--- src/rtl/bp_btb.sv ---
// Direct-mapped branch target buffer with 2-bit saturating direction counters.
// Lookup is combinational; training, clear and statistics update on the rising clock edge.
module bp_btb #(
    parameter int          XLEN     = 32,
    parameter int          ENTRIES  = 16,
    parameter logic [1:0]  CTR_INIT = 2'b01
) (
    input  logic              clk,
    input  logic              reset,
    input  logic [XLEN-1:0]   lookup_pc,
    output logic              pred_hit,
    output logic              pred_taken,
    output logic [XLEN-1:0]   pred_next_pc,
    input  logic              upd_valid,
    input  logic [XLEN-1:0]   upd_pc,
    input  logic              upd_is_jump,
    input  logic              upd_taken,
    input  logic [XLEN-1:0]   upd_target,
    input  logic              upd_mispredict,
    input  logic              clear,
    output logic [31:0]       upd_count,
    output logic [31:0]       mispred_count
);

    localparam int IDXW = $clog2(ENTRIES);
    localparam int TAGW = XLEN - IDXW - 2;

    // Saturating 2-bit counter step toward the resolved direction.
    function automatic logic [1:0] ctr_step(input logic [1:0] ctr, input logic taken);
        logic [1:0] res;
        if (taken) begin
            res = (ctr == 2'b11) ? 2'b11 : ctr + 2'b01;
        end else begin
            res = (ctr == 2'b00) ? 2'b00 : ctr - 2'b01;
        end
        return res;
    endfunction

    logic              valid_r  [ENTRIES];
    logic [TAGW-1:0]   tag_r    [ENTRIES];
    logic [XLEN-1:0]   target_r [ENTRIES];
    logic [1:0]        ctr_r    [ENTRIES];
    logic              jump_r   [ENTRIES];

    logic [31:0]       upd_count_r;
    logic [31:0]       mispred_count_r;

    logic [IDXW-1:0]   lk_idx_s;
    logic [TAGW-1:0]   lk_tag_s;
    logic [IDXW-1:0]   up_idx_s;
    logic [TAGW-1:0]   up_tag_s;
    logic              up_hit_s;
    logic              up_taken_s;
    logic              upd_pc_unused_s;

    logic              wr_en_s;
    logic [XLEN-1:0]   wr_target_s;
    logic [1:0]        wr_ctr_s;
    logic              wr_jump_s;

    assign lk_idx_s        = lookup_pc[IDXW+1:2];
    assign lk_tag_s        = lookup_pc[XLEN-1:IDXW+2];
    assign up_idx_s        = upd_pc[IDXW+1:2];
    assign up_tag_s        = upd_pc[XLEN-1:IDXW+2];
    assign upd_pc_unused_s = ^upd_pc[1:0];
    assign up_hit_s        = valid_r[up_idx_s] && (tag_r[up_idx_s] == up_tag_s);
    assign up_taken_s      = upd_is_jump | upd_taken;

    // Fetch-side prediction straight from the table, no bypass of a same-cycle update.
    always_comb begin
        pred_hit     = 1'b0;
        pred_taken   = 1'b0;
        pred_next_pc = lookup_pc + XLEN'(3'd4);
        if (valid_r[lk_idx_s] && (tag_r[lk_idx_s] == lk_tag_s)) begin
            pred_hit = 1'b1;
            if (jump_r[lk_idx_s] || ctr_r[lk_idx_s][1]) begin
                pred_taken   = 1'b1;
                pred_next_pc = target_r[lk_idx_s];
            end else begin
                pred_taken   = 1'b0;
            end
        end else begin
            pred_hit = 1'b0;
        end
    end

    // New contents for the indexed entry; a not-taken miss leaves the table untouched.
    always_comb begin
        wr_en_s     = 1'b0;
        wr_target_s = target_r[up_idx_s];
        wr_ctr_s    = ctr_r[up_idx_s];
        wr_jump_s   = jump_r[up_idx_s];
        if (upd_valid && !clear) begin
            if (up_hit_s) begin
                wr_en_s = 1'b1;
                if (upd_is_jump) begin
                    wr_ctr_s    = 2'b11;
                    wr_jump_s   = 1'b1;
                    wr_target_s = upd_target;
                end else begin
                    wr_ctr_s  = ctr_step(ctr_r[up_idx_s], upd_taken);
                    wr_jump_s = 1'b0;
                    if (upd_taken) begin
                        wr_target_s = upd_target;
                    end else begin
                        wr_target_s = target_r[up_idx_s];
                    end
                end
            end else if (up_taken_s) begin
                wr_en_s     = 1'b1;
                wr_target_s = upd_target;
                wr_jump_s   = upd_is_jump;
                wr_ctr_s    = upd_is_jump ? 2'b11 : 2'b10;
            end else begin
                wr_en_s = 1'b0;
            end
        end else begin
            wr_en_s = 1'b0;
        end
    end

    // Table storage: clear only drops valid bits and wins over training.
    always_ff @(posedge clk or posedge reset) begin
        if (reset) begin
            for (int i = 0; i < ENTRIES; i++) begin
                valid_r[i]  <= 1'b0;
                tag_r[i]    <= '0;
                target_r[i] <= '0;
                ctr_r[i]    <= CTR_INIT;
                jump_r[i]   <= 1'b0;
            end
        end else if (clear) begin
            for (int i = 0; i < ENTRIES; i++) begin
                valid_r[i] <= 1'b0;
            end
        end else if (wr_en_s) begin
            valid_r[up_idx_s]  <= 1'b1;
            tag_r[up_idx_s]    <= up_tag_s;
            target_r[up_idx_s] <= wr_target_s;
            ctr_r[up_idx_s]    <= wr_ctr_s;
            jump_r[up_idx_s]   <= wr_jump_s;
        end
    end

    // Free-running statistics, unaffected by clear.
    always_ff @(posedge clk or posedge reset) begin
        if (reset) begin
            upd_count_r     <= 32'd0;
            mispred_count_r <= 32'd0;
        end else if (upd_valid) begin
            upd_count_r <= upd_count_r + 32'd1;
            if (upd_mispredict) begin
                mispred_count_r <= mispred_count_r + 32'd1;
            end
        end
    end

    assign upd_count     = upd_count_r;
    assign mispred_count = mispred_count_r;

endmodule

--- config.mk ---
export PLATFORM = sky130hd
export DESIGN_NAME = bp_btb
export DESIGN_NICKNAME = d
export VERILOG_FILES = /design/src/rtl/bp_btb.sv
export SDC_FILE = /design/constraint.sdc
export NUM_CORES = 2
export LEC_CHECK = 0
export ABC_AREA = 0
export CORE_ASPECT_RATIO = 0.75
export CORE_UTILIZATION = 53
export DETAILED_ROUTE_END_ITERATION = 7
export PLACE_DENSITY = 0.79
export SLEW_MARGIN = 20
export SYNTH_ARGS = -nofsm -noshare
export SYNTH_HDL_FRONTEND = slang
export SYNTH_SLANG_ARGS = --single-unit
--- constraint.sdc ---
create_clock -name clk -period 42.7 [get_ports clk]
set_input_delay 8.54 -clock clk [delete_from_list [all_inputs] [get_ports clk]]
set_output_delay 8.54 -clock clk [all_outputs]
set_load 0.05 [all_outputs]
==> results.txt <==
----------------------------------------------------
[Worst setup path]
  Capture instance of the worst register-to-register path ... target_r[509]$_DFFE_PP0P_
  Maximum fanout along the worst path ... between 90 and 100
  Category of the worst setup path capture point ... output port
  Worst R2R Setup Slack ... ~37000 ps
  Path depth of the worst reg2reg path ... 11
  Launching point of the worst reg2reg path ... tag_r[295]$_DFFE_PP0P_
  Setup crit start kind ... input pin
  Data arrival time of the worst path ... 14770 ps
  Required time worst endpoint ... roughly 34000 ps
  Type of the worst setup path ... input pin to output port

[Placed design]
  Post-DP Area ... 62000 um^2
  Quantity of I/O buffers inserted on ports ... just under 200
  RePlAce Congestion ... between 0.8 and 0.9
  Detailed-placement wirelength estimate ... 95300 um

[Global routing]
  Total GRT Usage ... 0.290
  Number of global-route vias before repair ... between 30000 and 40000
  Final global-route overflow total ... 0
  Wire length of the first global-routing pass ... between 200000 and 250000 um
  Largest net degree at the start of global routing ... between 150 and 200
  Initial antenna violation count ... 10

[Die]
  Die Height ... 292 um
  Starting Density ... 0.535
  Die X-Extent ... about 390 um
  # IOs ... 201
  Die area ... ~110000 um^2
  Area of the core region ... approximately 110000 um^2
  Core Rows ... approximately 110

[Synth]
  Nets in the synthesized netlist ... ~3900
  Number of synthesized flops with an enable pin ... 0
  Netlist cell types ... 70
  Prevailing post-synth register cell ... dfrtp_1
  Instance count of the mapped netlist ... approximately 3700
  Post-synthesis instance area ... slightly below 60000 um^2
  YS warnings ... 0
  Syn Area/Cell ... around 16 um^2
  Sequential share of the synthesized area ... 0.444
  Register bit total from synthesis ... between 1000 and 1500
  Async set or reset register ratio after synthesis ... 1.00

[Clocking]
  H-tree Lvls ... 3
  Number of buffers added to fix hold violations after cts ... 0
  Maximum clock insertion buffer count ... 3
  TritonCTS sink count ... about 1100
  Cells resized by post-CTS repair ... 0
  Clock edge transition at the registers on the reported setup and hold paths ... roughly 60 ps
  CTS Buf Count ... approximately 110
  Clock tree from TritonCTS ... built
  Root cell of the clock tree ... clkbuf_16
  Count of buffers added by post-CTS timing repair for setup ... 0
  Insertion delay of the later-clocked pin in the worst-skew pair ... 710 ps

[Hold path]
  Type of the most critical hold path ... register to register
  Hold Path Stages ... 1
  Origin of the worst min-delay path ... mispred_count[31]$_DFFE_PP0P_
  Min-Delay Endpoint ... mispred_count[31]$_DFFE_PP0P_

[Finish]
  Share of final-layout standard cells stronger than drive strength 1 ... 0.484
  Final core occ ... 0.590
  Top library cells by usage in the layout, fill and taps aside ... dfrtp_1, mux2_4, mux4_2
  Most common cell after layout, fill and taps aside ... dfrtp_1
  Number of fill cells in the layout ... approximately 8300
  Post-route cell area ... approximately 66000 um^2
  Final Net Count ... 3867
  Area overhead of the layout relative to synthesis ... 10.3%

[STA]
  Final worst-path cycle share ... 0.546
  Maximum clock rate ... ~43 MHz
  Number of hold-slack violations in the final timing report ... 0
  Sum of negative setup slack ... 0 ps
  Pins Over Slew Limit ... 0
  Final worst path period need ... approximately 23000 ps
  Final setup violating endpoints ... 0
  Worst hold slack after final layout ... about 470 ps
  Transition at the pin with the smallest max-transition slack ... between 1000 and 1500 ps
  Worst slew margin ... 0.229
  Worst Skew ... 28.7 ps
  Setup repair after global routing missed its margin ... no

[Power and ir drop]
  Leakage power ... just over 30 nW
  Maximum resistive drop on vdd ... 0.0000340 V
  Power Density ... around 41 nW/um^2

[Route]
  Wire length on met3 ... between 15000 and 20000 um
  Number of DRC markers after the initial detailed-route iteration ... roughly 3900
  Routed length per instance ... slightly above 30 um
  Top metal layer carrying routed signals ... met5
  Remaining antenna violation count ... 0
  Number of search-and-repair iterations in the first detailed-routing pass ... 5
  Number of vias in the routed layout ... about 36000
  DRC Markers ... 0
  Number of vias per cell ... approximately 6.7
  Met1 Routed Length ... between 60000 and 70000 um
  Length of routed met2 wiring ... between 70000 and 80000 um
  Total wire length ... roughly 160000 um

[Outcome]
  Result of the run ... finished clean

[Job]
  Number of max-cap violations ... 0

----------------------------------------------------
[area by class of cell]
type	count	area, um^2	area share
Antenna cell	3	7.51	0.000114
Multi-Input combinational cell	2298	31100	0.473
Clock inverter	32	498	0.00758
Inverter	37	149	0.00227
Timing Repair Buffer	263	2560	0.0391
Clock buffer	157	3100	0.0471
Tap cell	1458	1820	0.0278
Sequential cell	1056	26400	0.403
[flip-flops by register name (all words and copies together) (netlist names)]
register,flops
target_r,512
tag_r,416
ctr_r,32
mispred_count,32
upd_count,32
jump_r,16
valid_r,16
[synth_stat cells (all sizes together), types with 4 or more instances]
library cell / count / area share
mux2: 1063 / 0.24
nor2: 59 / 0.0038
nor3: 21 / 0.0018
and3: 23 / 0.0024
nand2: 61 / 0.0038
a2111oi: 4 / 0.00061
dfrtp: 1040 / 0.44
nor4: 5 / 0.00053
nand2b: 10 / 0.0011
mux2i: 113 / 0.019
and2: 5 / 0.00053
a211oi: 22 / 0.0028
xor2: 36 / 0.0053
mux4: 517 / 0.20
or2: 5 / 0.00053
nor2b: 25 / 0.0026
a22oi: 20 / 0.0025
nand3: 56 / 0.0069
buf: 194 / 0.023
nand4: 20 / 0.0025
clkbuf: 161 / 0.010
o21ai: 4 / 0.00053
dfstp: 16 / 0.0071
a221oi: 9 / 0.0013
inv: 35 / 0.0022
o22ai: 18 / 0.0019
a21oi: 46 / 0.0039
a31oi: 4 / 0.00042
xnor2: 110 / 0.016
[cells by family after synthesis]
| logic type | share of synthesized area |
|---|---|
| compound gates | 0.0178 |
| xor+xnor | 0.0215 |
| fa+ha+maj | 0.000798 |
| buf+inv | 0.0350 |
| flops | 0.444 |
| mux | 0.453 |
| simple gates | 0.0281 |
[per-layer routing]
| metal | global-route usage | vias to the layer above |
|---|---|---|
| li1 | - | 14400 |
| met1 | 0.425 | 19300 |
| met2 | 0.424 | 1677 |
| met3 | 0.0895 | 263 |
| met4 | 0.0700 | 14 |
| met5 | 0 | - |
[worst max-delay path by stage]
stage	from	to
3_5_place_dp	lookup_pc[3]	pred_next_pc[18]
6_report	lookup_pc[3]	pred_next_pc[4]
2_1_floorplan	reset	ctr_r[11]$_DFFE_PP0P_
5_1_grt	lookup_pc[3]	pred_next_pc[2]
4_1_cts	lookup_pc[3]	pred_next_pc[16]
3_3_place_gp	lookup_pc[3]	pred_next_pc[16]
[stage by stage]
step | power, mW | std cells | setup WS (ps)
floorplan | 1.60 | 3746 | 4460
global placement | 1.72 | 5110 | 19680
detailed placement | 1.74 | 5111 | 19680
CTS | 2.72 | 5300 | 19680
global route | 2.81 | 5303 | 19380
finish | 2.72 | 5304 | 19390
[worst max-delay path, stage by stage]
cell and delay [ps]:
buf_8 590, buf_4 660, buf_4 740, mux4_2 440, mux2i_1 150, a21oi_1 140
xnor2_1 630, nand4_1 170, nor2_1 430, and3_1 300, nor2b_4 150, buf_4 510
mux2_2 420, clkdlybuf4s50_1 710
[power by group]
part	switching, mW	internal, mW	leakage, nW	total (mW)
registers	0.0975	1.12	14.1	1.21
logic	0.232	0.291	14.6	0.524
clock network	0.410	0.567	1.77	0.977
total	0.740	1.98	30.5	2.72
Note: power is estimated with default switching activity, not from simulation.
